File: src/rtl/stitch_scheduler.sv
// stitch_scheduler: sequencer that captures a left and a right camera frame into the
// shared BRWM frame buffer, then streams both frames to the Grayscaler. While streaming
// it honours pause backpressure, and it finishes with a done pulse or a watchdog err pulse.
module stitch_scheduler #(
  parameter int unsigned FRAME_PIX = 256,
  parameter int unsigned ADDR_W    = 9,
  parameter int unsigned DATA_W    = 8,
  parameter int unsigned WDOG      = 1023
) (
  input  logic              clk,
  input  logic              rst,
  input  logic              start,
  input  logic              abort,
  input  logic              cam_l_valid,
  input  logic [DATA_W-1:0] cam_l_data,
  input  logic              cam_r_valid,
  input  logic [DATA_W-1:0] cam_r_data,
  output logic              cam_l_en,
  output logic              cam_r_en,
  output logic              mem_en,
  output logic              mem_rw,
  output logic [ADDR_W-1:0] mem_addr,
  output logic [DATA_W-1:0] mem_wdata,
  output logic              gs_en,
  input  logic              gs_pause,
  input  logic              gs_done,
  output logic              busy,
  output logic              done,
  output logic              err
);

  localparam int unsigned PIX_W = (FRAME_PIX > 1) ? $clog2(FRAME_PIX) : 1;
  localparam int unsigned WD_W  = (WDOG > 1) ? $clog2(WDOG) : 1;

  localparam logic [PIX_W-1:0]  PIX_LAST = PIX_W'(FRAME_PIX - 1);
  localparam logic [ADDR_W-1:0] R_BASE   = ADDR_W'(FRAME_PIX);
  localparam logic [ADDR_W-1:0] RD_LAST  = ADDR_W'(2 * FRAME_PIX - 1);
  localparam logic [WD_W-1:0]   WD_LAST  = WD_W'(WDOG - 1);

  typedef enum logic [2:0] {
    IDLE  = 3'd0,
    CAP_L = 3'd1,
    CAP_R = 3'd2,
    GRAY  = 3'd3,
    GWAIT = 3'd4
  } state_t;

  state_t             state, state_nxt;
  logic [PIX_W-1:0]   pix_cnt, pix_cnt_nxt;
  logic [ADDR_W-1:0]  rd_cnt, rd_cnt_nxt;
  logic [WD_W-1:0]    wdog, wdog_nxt;

  logic               cam_l_en_nxt, cam_r_en_nxt, gs_en_nxt;
  logic               mem_en_nxt, mem_rw_nxt;
  logic [ADDR_W-1:0]  mem_addr_nxt;
  logic [DATA_W-1:0]  mem_wdata_nxt;
  logic               busy_nxt, done_nxt, err_nxt;

  // State, counters and all registered outputs
  always_ff @(posedge clk or posedge rst) begin
    if (rst) begin
      state     <= IDLE;
      pix_cnt   <= '0;
      rd_cnt    <= '0;
      wdog      <= '0;
      cam_l_en  <= 1'b0;
      cam_r_en  <= 1'b0;
      gs_en     <= 1'b0;
      mem_en    <= 1'b0;
      mem_rw    <= 1'b0;
      mem_addr  <= '0;
      mem_wdata <= '0;
      busy      <= 1'b0;
      done      <= 1'b0;
      err       <= 1'b0;
    end else begin
      state     <= state_nxt;
      pix_cnt   <= pix_cnt_nxt;
      rd_cnt    <= rd_cnt_nxt;
      wdog      <= wdog_nxt;
      cam_l_en  <= cam_l_en_nxt;
      cam_r_en  <= cam_r_en_nxt;
      gs_en     <= gs_en_nxt;
      mem_en    <= mem_en_nxt;
      mem_rw    <= mem_rw_nxt;
      mem_addr  <= mem_addr_nxt;
      mem_wdata <= mem_wdata_nxt;
      busy      <= busy_nxt;
      done      <= done_nxt;
      err       <= err_nxt;
    end
  end

  // Next-state and next-output decode; strobes default low, the rest hold
  always_comb begin
    state_nxt     = state;
    pix_cnt_nxt   = pix_cnt;
    rd_cnt_nxt    = rd_cnt;
    wdog_nxt      = wdog;
    cam_l_en_nxt  = cam_l_en;
    cam_r_en_nxt  = cam_r_en;
    gs_en_nxt     = gs_en;
    mem_en_nxt    = 1'b0;
    mem_rw_nxt    = mem_rw;
    mem_addr_nxt  = mem_addr;
    mem_wdata_nxt = mem_wdata;
    done_nxt      = 1'b0;
    err_nxt       = 1'b0;

    case (state)
      IDLE: begin
        if (start) begin
          state_nxt    = CAP_L;
          cam_l_en_nxt = 1'b1;
        end
      end

      CAP_L: begin
        if (cam_l_en && cam_l_valid) begin
          mem_en_nxt    = 1'b1;
          mem_rw_nxt    = 1'b1;
          mem_addr_nxt  = ADDR_W'(pix_cnt);
          mem_wdata_nxt = cam_l_data;
          if (pix_cnt == PIX_LAST) begin
            pix_cnt_nxt  = '0;
            cam_l_en_nxt = 1'b0;
            cam_r_en_nxt = 1'b1;
            state_nxt    = CAP_R;
          end else begin
            pix_cnt_nxt = pix_cnt + PIX_W'(1);
          end
        end
      end

      CAP_R: begin
        if (cam_r_en && cam_r_valid) begin
          mem_en_nxt    = 1'b1;
          mem_rw_nxt    = 1'b1;
          mem_addr_nxt  = R_BASE + ADDR_W'(pix_cnt);
          mem_wdata_nxt = cam_r_data;
          if (pix_cnt == PIX_LAST) begin
            pix_cnt_nxt  = '0;
            cam_r_en_nxt = 1'b0;
            gs_en_nxt    = 1'b1;
            rd_cnt_nxt   = '0;
            state_nxt    = GRAY;
          end else begin
            pix_cnt_nxt = pix_cnt + PIX_W'(1);
          end
        end
      end

      GRAY: begin
        mem_rw_nxt = 1'b0;
        gs_en_nxt  = 1'b1;
        if (!gs_pause) begin
          mem_en_nxt   = 1'b1;
          mem_addr_nxt = rd_cnt;
          if (rd_cnt == RD_LAST) begin
            state_nxt = GWAIT;
            wdog_nxt  = '0;
          end else begin
            rd_cnt_nxt = rd_cnt + ADDR_W'(1);
          end
        end
      end

      GWAIT: begin
        gs_en_nxt = 1'b1;
        if (gs_done) begin
          done_nxt  = 1'b1;
          state_nxt = IDLE;
        end else if (wdog == WD_LAST) begin
          err_nxt   = 1'b1;
          state_nxt = IDLE;
        end else begin
          wdog_nxt = wdog + WD_W'(1);
        end
      end

      default: state_nxt = IDLE;
    endcase

    // Abort beats everything but reset, including a same-cycle start, done or err
    if (abort) begin
      state_nxt = IDLE;
      done_nxt  = 1'b0;
      err_nxt   = 1'b0;
    end

    // Any return to IDLE leaves no trace of the frame in counters or outputs
    if (state_nxt == IDLE) begin
      pix_cnt_nxt   = '0;
      rd_cnt_nxt    = '0;
      wdog_nxt      = '0;
      cam_l_en_nxt  = 1'b0;
      cam_r_en_nxt  = 1'b0;
      gs_en_nxt     = 1'b0;
      mem_en_nxt    = 1'b0;
      mem_rw_nxt    = 1'b0;
      mem_addr_nxt  = '0;
      mem_wdata_nxt = '0;
    end

    busy_nxt = (state_nxt != IDLE);
  end

endmodule

File: config.mk
export PLATFORM = sky130hd
export DESIGN_NAME = stitch_scheduler
export DESIGN_NICKNAME = d
export VERILOG_FILES = /design/src/rtl/stitch_scheduler.sv
export SDC_FILE = /design/constraint.sdc
export NUM_CORES = 1
export LEC_CHECK = 0
export BUFFER_PORTS_ARGS = -buffer_cell sky130_fd_sc_hd__clkbuf_2
export CORE_MARGIN = 4
export CORE_UTILIZATION = 56
export DETAILED_ROUTE_END_ITERATION = 10
export MAX_ROUTING_LAYER = met4
export PLACE_DENSITY = 0.76
export SLEW_MARGIN = 40
export SYNTH_ARGS = -nofsm -noshare
export SYNTH_HDL_FRONTEND = slang
export SYNTH_SLANG_ARGS = --single-unit
File: constraint.sdc
create_clock -name clk -period 3.6 [get_ports clk]
set_clock_uncertainty 0.1 [all_clocks]
set_input_delay 0.54 -clock clk [delete_from_list [all_inputs] [get_ports clk]]
set_output_delay 0.54 -clock clk [all_outputs]
set_load 0.02 [all_outputs]
==> impl_metrics.json, run 1 <==
{
  "worst_setup_path_end_kind": "flop",
  "drt.antenna.violating_nets": 0,
  "worstHoldPathType": "input port to asynchronous set/reset pin",
  "multiInputGateArea_um2": 1480,
  "async_flop_share_pct": 100,
  "setup_viol": 0,
  "total_leakage_power_nw": 1.57,
  "cts.sinks": 55,
  "worst_slew_pin_slew_ns": 0.785,
  "regArea_um2": 1380,
  "fin_area_um2": 3340,
  "rsz0062_at_grt": "no",
  "total_power_mw": 1.06,
  "io_buffers": 48,
  "via_per_inst": 6.15,
  "synthCells": 317,
  "clockBufferDepth": 2,
  "vias": 2643,
  "cp.arrival_ns": 3.10,
  "cts_root_buf": "clkbuf_8",
  "yosysWarnings": 0,
  "coreArea_um2": 5140,
  "slew_viol_final": 0,
  "required_ns": 3.69,
  "finalSetupTns_ns": 0,
  "p_per_area_nw_per_um2": 316,
  "start_kind": "flop",
  "grt_pass1_wl_um": 11900,
  "dominantRegCellSynth": "dfrtp_1",
  "die_w_um": 81.0,
  "drc": 0,
  "worstPathMaxFanout": 10,
  "synth_seq_cells": 55,
  "finalCriticalPeriod_ns": 3.00,
  "hpwlAfterDp_um": 5080,
  "cts_max_level": 2,
  "rrSetupSlack_ns": 0.60,
  "critPathKind": "flop to flop",
  "cts_setup_buffers": 0,
  "routed_wl_um": 7110,
  "clk_latency_ns": 0.31,
  "synth.yosys.seq_area_share_pct": 46.1,
  "wl_per_cell_um": 16.5,
  "start_util_pct": 58.1,
  "syn_area_um2": 2990,
  "postSynthAreaPerCell_um2": 9.43,
  "slew_headroom_pct": 47.4,
  "die_area_um2": 6570,
  "irDropWorstVdd_v": 0.000225,
  "grt_pass1_vias": 2456,
  "final_layout_size_suffix_gt1_share_pct": 20.3,
  "clk_pin_slew_ns": 0.10,
  "place.gp.congestion": 0.895,
  "run_status": "finished clean",
  "overflow": 0,
  "area_growth_pct": 11.7,
  "ctsResizeCount": 0,
  "grt_max_degree": 41,
  "antenna_found_initial": 0,
  "cts_tree": "built",
  "first_pass_iters": 4,
  "diodes": 0,
  "fmax_mhz": 333,
  "drtIter0Drc": 220,
  "cts_hold_buf": 0,
  "pin_count": 49,
  "rows": 26,
  "grt_usage_pct": 23.9,
  "syn-num-nets": 346,
  "hold_viol_final": 0,
  "drv_cap": 0,
  "placed_area_um2": 3250,
  "synth_edf_count": 0,
  "synth_cell_type_count": 57,
  "finalCritPeriodShare_pct": 83.5,
  "cts_buffers": 5,
  "fillerInstances": 440,
  "fin_hold_ws_ns": 0.188,
  "die_height_um": 81.0,
  "fin_nets": 388,
  "fin_util_pct": 64.9
}
[worst paths after layout]
kind,cells past startpoint,to,startpoint
worst max-delay path,10,wdog[2]$_DFFE_PP0P_,rd_cnt[0]$_DFFE_PP0P_
worst min-delay path,2,mem_addr[8]$_DFFE_PP0P_,rst
worst max register to register,10,wdog[2]$_DFFE_PP0P_,rd_cnt[0]$_DFFE_PP0P_
worst min register to register,1,gs_en$_DFFE_PP0P_,gs_en$_DFFE_PP0P_
max in group asynchronous,3,mem_wdata[6]$_DFFE_PP0P_,rst
min in group clk,3,mem_wdata[0]$_DFFE_PP0P_,cam_r_data[0]
[state kept, by name (all words and copies together), names as in the netlist, 3 cells and up]
name,flops
state,3
pix_cnt,8
rd_cnt,9
mem_wdata,8
mem_addr,9
wdog,10
[per-layer routing]
metal | share of wire [%] | up-vias | wire, um | GRT usage (%)
li1 | - | 1261 | - | -
met2 | 46 | 82 | 3250 | 34.6
met5 | 0 | - | 0 | -
met3 | 6.1 | 13 | 433 | 4.32
met1 | 46 | 1287 | 3300 | 34.2
met4 | 1.9 | 0 | 132 | 7.77
[report_power, final]
| group | internal, mW | switching [mW] |
|---|---|---|
| clock | 0.137 | 0.196 |
| combinational | 0.0291 | 0.0584 |
| sequential | 0.624 | 0.0108 |
[area by class of cell]
cell class	instances	area share (%)
Clock inverter	1	0.150
Timing Repair Buffer	52	8.10
Clock buffer	7	2.29
Sequential cell	55	41.2
Tap cell	70	2.62
Inverter	12	1.39
Multi-Input combinational cell	233	44.2
[through the flow]
step | std cells | setup WS (ns)
floorplan | 317 | 0.891
global placement | 422 | 0.742
detailed placement | 422 | 0.627
CTS | 430 | 0.604
global route | 430 | 0.359
finish | 430 | 0.595
[critical path: stages (launching register included)]
cell     delay, ns
dfrtp_1       0.42
ha_1          0.22
nand3_1       0.11
or3_1         0.36
nor3_1        0.16
ha_1          0.27
nor2b_1       0.15
o32ai_1       0.08
a211o_1       0.34
o21a_1        0.33
a211o_1       0.34
[cells in the mapped netlist (all sizes together), types with 6 or more instances]
cell / count / area share (%)
dfrtp: 55 / 46
nor2: 30 / 3.8
nand2: 29 / 3.7
o21ai: 15 / 2.6
buf: 13 / 2.6
inv: 12 / 1.5
a311oi: 11 / 3.2
nand3: 11 / 1.8
nor3: 11 / 1.8
a21oi: 10 / 1.7
and3: 9 / 1.9
a31oi: 8 / 1.7
and2: 6 / 1.3
nand4: 6 / 1.3
o31ai: 6 / 1.5
[logic make-up (layout without fill, tap and decap cells)]
| group | Yosys count | after routing | share of synthesized area (%) |
|---|---|---|---|
| AND/OR/NAND/NOR | 132 | 132 | 23.2 |
| AO/OA/AOI/OAI | 87 | 87 | 21.2 |
| flip-flops | 55 | 55 | 46.1 |
| buffers and inverters | 29 | 72 | 4.56 |
| adder cells (fa/ha/maj) | 5 | 5 | 2.09 |
| XOR/XNOR | 5 | 5 | 1.47 |
| multiplexers | 4 | 4 | 1.38 |
[layout by cell type, fill, tap and decap left out, types with 4 or more instances in the layout]
cell type / n
dfrtp_1: 55
clkbuf_2: 48
nor2_1: 30
nand2_1: 28
o21ai_0: 14
a311oi_1: 11
nand3_1: 11
nor3_1: 11
inv_1: 10
a21oi_1: 10
and3_1: 9
a31oi_1: 8
nand4_1: 6
o31ai_1: 6
a211o_1: 5
and2_1: 5
o21a_1: 5
o211ai_1: 5
or3_1: 5
ha_1: 5
clkbuf_8: 5
nor4_1: 4
a211oi_1: 4
o211a_1: 4
buf_4: 4
No activity file was read; power rests on OpenSTA's default activity.
==> run 2, diff against run 1 <==
--- a/config.mk
+++ b/config.mk
@@ -7,10 +7,10 @@
 export LEC_CHECK = 0
 export BUFFER_PORTS_ARGS = -buffer_cell sky130_fd_sc_hd__clkbuf_2
 export CORE_MARGIN = 4
-export CORE_UTILIZATION = 56
+export CORE_UTILIZATION = 51
 export DETAILED_ROUTE_END_ITERATION = 10
 export MAX_ROUTING_LAYER = met4
-export PLACE_DENSITY = 0.76
+export PLACE_DENSITY = 0.73
 export SLEW_MARGIN = 40
 export SYNTH_ARGS = -nofsm -noshare
 export SYNTH_HDL_FRONTEND = slang
==> constraint.sdc (replaced) <==
create_clock -name clk -period 2.6 [get_ports clk]
set_clock_uncertainty 0.1 [all_clocks]
set_input_delay 0.39 -clock clk [delete_from_list [all_inputs] [get_ports clk]]
set_output_delay 0.39 -clock clk [all_outputs]
set_load 0.02 [all_outputs]
==> run 2 against run 1 <==
The run now ends with setup timing left. Via count grew 0.26%. Sequential cell count did not move. Clock power up 75%. Worst setup slack worse by 0.61 ns. Global-route usage is 3.2 points lower. Combinational power grew 60%. Wire length hardly changed. Sequential power rose by 38%. Maximum frequency up 15%. Highest routed layer unchanged.
==> impl_metrics.json, run 2 (synthesis gave the netlist of run 1 again) <==
{
  "regArea_um2": 1380,
  "layout_common_cells": "55 x dfrtp_1, 48 x clkbuf_2, 30 x nor2_1",
  "cts_max_level": 2,
  "start_kind": "flop",
  "drtIter0Drc": 159,
  "largest_reg_flops": 10,
  "finalSetupTns_ns": -0.0177,
  "cp.arrival_ns": 2.67,
  "total_power_mw": 1.60,
  "place.gp.congestion": 0.911,
  "cts_hold_buf": 0,
  "die_height_um": 84.5,
  "antenna_found_initial": 0,
  "hpwlAfterDp_um": 5130,
  "worstPathMaxFanout": 13,
  "pin_count": 49,
  "hold_viol_final": 0,
  "die_area_um2": 7150,
  "slew_viol_final": 0,
  "path_cells": "ha_2 > nand3_2 > or3_4 > nor3_2 > ha_2 > nor2b_4 > o32ai_1 > a211o_1 > o21ai_4 > buf_4 > a311oi_1",
  "drt.antenna.violating_nets": 0,
  "worst_slew_pin_slew_ns": 0.698,
  "clk_pin_slew_ns": 0.10,
  "cts_tree": "built",
  "p_per_area_nw_per_um2": 455,
  "fmax_mhz": 383,
  "top_register": "wdog",
  "final_common_cell": "dfrtp_1",
  "setup_viol": 3,
  "routed_wl_um": 7110,
  "slew_headroom_pct": 53.4,
  "slowest_stage": "dfrtp_1",
  "cts.sinks": 55,
  "grt_pass1_wl_um": 11900,
  "violations": "setup timing",
  "coreArea_um2": 5610,
  "setup_slack_ns": -0.0129,
  "area_growth_pct": 17.6,
  "vias": 2650,
  "finalCritPeriodShare_pct": 100,
  "start_util_pct": 53.3,
  "overflow": 0,
  "drv_cap": 0,
  "multiInputGateArea_um2": 1520,
  "worst_setup_path_end_kind": "flop",
  "via_per_inst": 5.96,
  "grt_max_degree": 35,
  "layout.cells.non_filler": 445,
  "rsz0062_at_grt": "yes",
  "io_buffers": 48,
  "clk_latency_ns": 0.31,
  "max_stage_delay_ns": 0.37,
  "drc": 0,
  "finalCriticalPeriod_ns": 2.61,
  "run_status": "finished, violations left",
  "dp.cells": 436,
  "fin_nets": 401,
  "rows": 27,
  "final_layout_size_suffix_gt1_share_pct": 25.2,
  "worstHoldPathType": "input port to asynchronous set/reset pin",
  "irDropWorstVdd_v": 0.000288,
  "fillerInstances": 493,
  "critPathKind": "flop to flop",
  "fin_util_pct": 62.7,
  "required_ns": 2.66,
  "cts_buffers": 5,
  "clockBufferDepth": 2,
  "grt_usage_pct": 20.7,
  "crit_top_cell": "ha_2",
  "total_leakage_power_nw": 1.64,
  "reg.largest.list": "wdog (10), mem_addr (9), rd_cnt (9)",
  "diodes": 0,
  "die_w_um": 84.5,
  "first_pass_iters": 4,
  "grt_pass1_vias": 2486,
  "cts_root_buf": "clkbuf_8",
  "wl_per_cell_um": 16.0
}
==> run 2: cell types whose count changed in the layout (fill, tap and decap cells not counted), moves of 2 or more <==
cell / previous run / this run
buf_4: 4 / 17
clkbuf_1: 2 / 0
clkinv_2: 2 / 0
ha_1: 5 / 3
ha_2: 0 / 2
==> run 2: final cells by class <==
cell class | count | area share (%)
multi-input combinational | 233 | 43.2
sequential | 55 | 39.2
timing repair buffer | 65 | 10.5
tap | 72 | 2.56
clock buffer | 5 | 1.96
inverter | 12 | 1.35
clock inverter | 3 | 1.32
==> run 2: worst paths after layout <==
kind / slack (ns) / to / cells past startpoint / from
max in group asynchronous: 1.70 / wdog[9]$_DFFE_PP0P_ / 3 / rst
worst max register to register: -0.01 / mem_addr[4]$_DFFE_PP0P_ / 11 / rd_cnt[1]$_DFFE_PP0P_
min in group clk: 0.20 / mem_wdata[1]$_DFFE_PP0P_ / 3 / cam_r_data[1]
worst max-delay path: -0.01 / mem_addr[4]$_DFFE_PP0P_ / 11 / rd_cnt[1]$_DFFE_PP0P_
worst min register to register: 0.43 / wdog[9]$_DFFE_PP0P_ / 1 / wdog[9]$_DFFE_PP0P_
worst min-delay path: 0.06 / mem_addr[7]$_DFFE_PP0P_ / 2 / rst
==> run 2: through the flow <==
stage                     cell area, um2  hold slack [ns]  setup WS [ns]
after floorplan                     3010            0.360      -0.000883
after global placement              3370            0.395       -0.00321
after detailed placement            3370            0.405        -0.0657
after CTS                           3490           0.0965        -0.0230
after global routing                3510            0.118         -0.154
final                               3510           0.0581        -0.0129
==> run 2: what timing repair did <==
action / CTS / global route
endpoints found under the hold margin: 0 / 0
endpoints found under the setup margin: 13 / 48
setup buffers: 0 / 1
gates resized for setup: 2 / 3
pin swaps: 1 / 1
==> run 2: critical path, delay by kind of cell, from the launching register on <==
kind | cells | cell delay [ns]
buf+inv | 1 | 0.25
compound gates | 4 | 0.66
fa+ha+maj | 2 | 0.39
simple gates | 4 | 0.69
flops | 1 | 0.37
==> run 2: layer usage <==
metal	vias up	part of all wire [%]	global-route usage, %
li1	1294	-	-
met1	1305	46	27.9
met2	43	50	33.3
met3	8	2.8	3.53
met4	0	0.91	4.17
met5	-	0	-
==> run 2: report_power, final <==
group / total (mW) / internal (mW) / switching (mW)
clock: 0.584 / 0.291 / 0.293
combinational: 0.140 / 0.0504 / 0.0901
sequential: 0.875 / 0.865 / 0.00978
total: 1.60 / 1.21 / 0.393
==> run 3, diff against run 2 <==
--- a/config.mk
+++ b/config.mk
@@ -7,10 +7,10 @@
 export LEC_CHECK = 0
 export BUFFER_PORTS_ARGS = -buffer_cell sky130_fd_sc_hd__clkbuf_2
 export CORE_MARGIN = 4
-export CORE_UTILIZATION = 51
+export CORE_UTILIZATION = 60
 export DETAILED_ROUTE_END_ITERATION = 10
 export MAX_ROUTING_LAYER = met4
-export PLACE_DENSITY = 0.73
+export PLACE_DENSITY = 0.81
 export SLEW_MARGIN = 40
 export SYNTH_ARGS = -nofsm -noshare
 export SYNTH_HDL_FRONTEND = slang
==> constraint.sdc (replaced) <==
create_clock -name clk -period 3.4 [get_ports clk]
set_clock_uncertainty 0.1 [all_clocks]
set_input_delay 0.51 -clock clk [delete_from_list [all_inputs] [get_ports clk]]
set_output_delay 0.51 -clock clk [all_outputs]
set_load 0.02 [all_outputs]
==> run 3 against run 2 <==
The flow now finishes without violations. Combinational power is 34% lower. Hold slack gained 0.079 ns. Clock-buffer cell count stayed put. Worst setup slack better by 0.30 ns. Wire length decreased by 2.0%. Via count down 0.45%. Sequential cell count unchanged. Critical path type unchanged. Highest routed layer unchanged.
==> impl_metrics.json, run 3 (synthesis gave the netlist of run 1 again) <==
{
  "grt_pass1_wl_um": 12100,
  "cts.sinks": 55,
  "cp.arrival_ns": 3.20,
  "grt_max_degree": 31,
  "p_per_area_nw_per_um2": 377,
  "p_comb_share_pct": 7.2,
  "total_power_mw": 1.28,
  "rsz0062_at_grt": "no",
  "clk_latency_ns": 0.30,
  "finalCritPeriodShare_pct": 91.5,
  "irDropWorstVdd_v": 0.000280,
  "use_met3_pct": 3.44,
  "fillerInstances": 390,
  "die_area_um2": 6170,
  "first_pass_iters": 4,
  "hold_viol_final": 0,
  "fin_nets": 387,
  "p_int_mw": 0.984,
  "pin_count": 49,
  "clkPwrFrac_pct": 40.1,
  "worst_setup_path_end_kind": "flop",
  "final_layout_size_suffix_gt1_share_pct": 20.6,
  "grt_use_met2_pct": 40.0,
  "start_util_pct": 62.4,
  "slew_viol_final": 0,
  "clockBufferDepth": 2,
  "total_leakage_power_nw": 1.59,
  "finalCriticalPeriod_ns": 3.11,
  "start_kind": "flop",
  "pwr-share-seq_pct": 52.7,
  "reg.largest.list": "wdog (10), mem_addr (9), rd_cnt (9)",
  "busiest_layer": "met2",
  "vias": 2638,
  "overflow": 0,
  "drc": 0,
  "coreArea_um2": 4790,
  "hpwlAfterDp_um": 4970,
  "grt_usage_pct": 25.1,
  "worstPathMaxFanout": 30,
  "drtIter0Drc": 244,
  "antenna_found_initial": 0,
  "wl_per_cell_um": 16.4,
  "layout_common_cells": "55 x dfrtp_1, 48 x clkbuf_2, 30 x nor2_1",
  "setup_viol": 0,
  "grt_pass1_vias": 2589,
  "area_growth_pct": 13.1,
  "worst_slew_pin_slew_ns": 0.754,
  "top_register": "wdog",
  "run_status": "finished clean",
  "worstHoldPathType": "input port to asynchronous set/reset pin",
  "slew_headroom_pct": 49.4,
  "cts_buffers": 5,
  "largest_reg_flops": 10,
  "die_height_um": 78.6,
  "routed_wl_um": 6970,
  "fmax_mhz": 322,
  "use_met1_pct": 32.8,
  "critPathKind": "flop to flop",
  "io_buffers": 48,
  "cts_hold_buf": 0,
  "power_switching_mw": 0.291,
  "swShare_pct": 22.8,
  "drt.antenna.violating_nets": 0,
  "ctsResizeCount": 0,
  "die_w_um": 78.6,
  "via_per_inst": 6.19,
  "cts_max_level": 2,
  "required_ns": 3.49,
  "final_common_cell": "dfrtp_1",
  "cts_tree": "built",
  "clk_pin_slew_ns": 0.10,
  "diodes": 0,
  "cts_setup_buffers": 0,
  "rows": 25,
  "finalSetupTns_ns": 0,
  "place.gp.congestion": 0.925,
  "drv_cap": 0,
  "cts_root_buf": "clkbuf_8"
}
==> run 3: worst max-delay path, stage by stage (launching register included) <==
cell and delay (ns):
dfrtp_1 0.43, ha_1 0.22, nand3_1 0.12, or3_1 0.37, nor3_1 0.18, ha_1 0.27
nor2b_1 0.18, o32ai_1 0.09, a211o_1 0.33, o21ai_2 0.18, buf_4 0.36, o31ai_1 0.13
==> run 3: through the flow <==
step / hold WS (ns) / cells / instance area (um2) / worst slack, ns / utilization, %
2_1_floorplan: 0.382 / 317 / 2990 / 0.691 / -
3_3_place_gp: 0.380 / 418 / 3240 / 0.533 / 67.8
3_5_place_dp: 0.413 / 418 / 3240 / 0.378 / 67.8
4_1_cts: 0.151 / 426 / 3380 / 0.309 / 70.6
5_1_grt: 0.182 / 426 / 3380 / 0.0461 / 70.6
6_report: 0.137 / 426 / 3380 / 0.290 / 70.6
==> run 3: power by group through the flow <==
stage	clock [mW]	sequential [mW]	combinational, mW
floorplan	0	0.688	0.0520
global placement	0	0.685	0.0896
detailed placement	0	0.685	0.0919
CTS	0.516	0.672	0.0925
global route	0.544	0.674	0.102
finish	0.512	0.672	0.0917
==> run 3: final timing paths <==
kind	slack (ns)	to	depth (start not counted)	from
worst min register to register	0.43	mem_addr[3]$_DFFE_PP0P_	1	mem_addr[3]$_DFFE_PP0P_
max in group asynchronous	2.30	rd_cnt[6]$_DFFE_PP0P_	3	rst
worst max-delay path	0.29	rd_cnt[4]$_DFFE_PP0P_	11	rd_cnt[0]$_DFFE_PP0P_
min in group clk	0.33	mem_wdata[0]$_DFFE_PP0P_	3	cam_r_data[0]
worst min-delay path	0.14	rd_cnt[0]$_DFFE_PP0P_	2	rst
worst max register to register	0.29	rd_cnt[4]$_DFFE_PP0P_	11	rd_cnt[0]$_DFFE_PP0P_
==> run 3: per-layer routing <==
metal  vias up  share of wire, %  wire length, um
met5         -                 0                0
met4         0               2.0              142
met3        13               4.6              317
met2        81                49             3430
met1      1280                44             3080
li1       1264                 -                -
==> run 3: final cells by class <==
class | instances | area (um2) | share of cell area, %
Tap cell | 67 | 83.8 | 2.48
Clock inverter | 3 | 67.6 | 2.00
Clock buffer | 5 | 68.8 | 2.04
Inverter | 12 | 45.0 | 1.33
Sequential cell | 55 | 1380 | 40.7
Timing Repair Buffer | 51 | 263 | 7.77
Multi-Input combinational cell | 233 | 1480 | 43.7
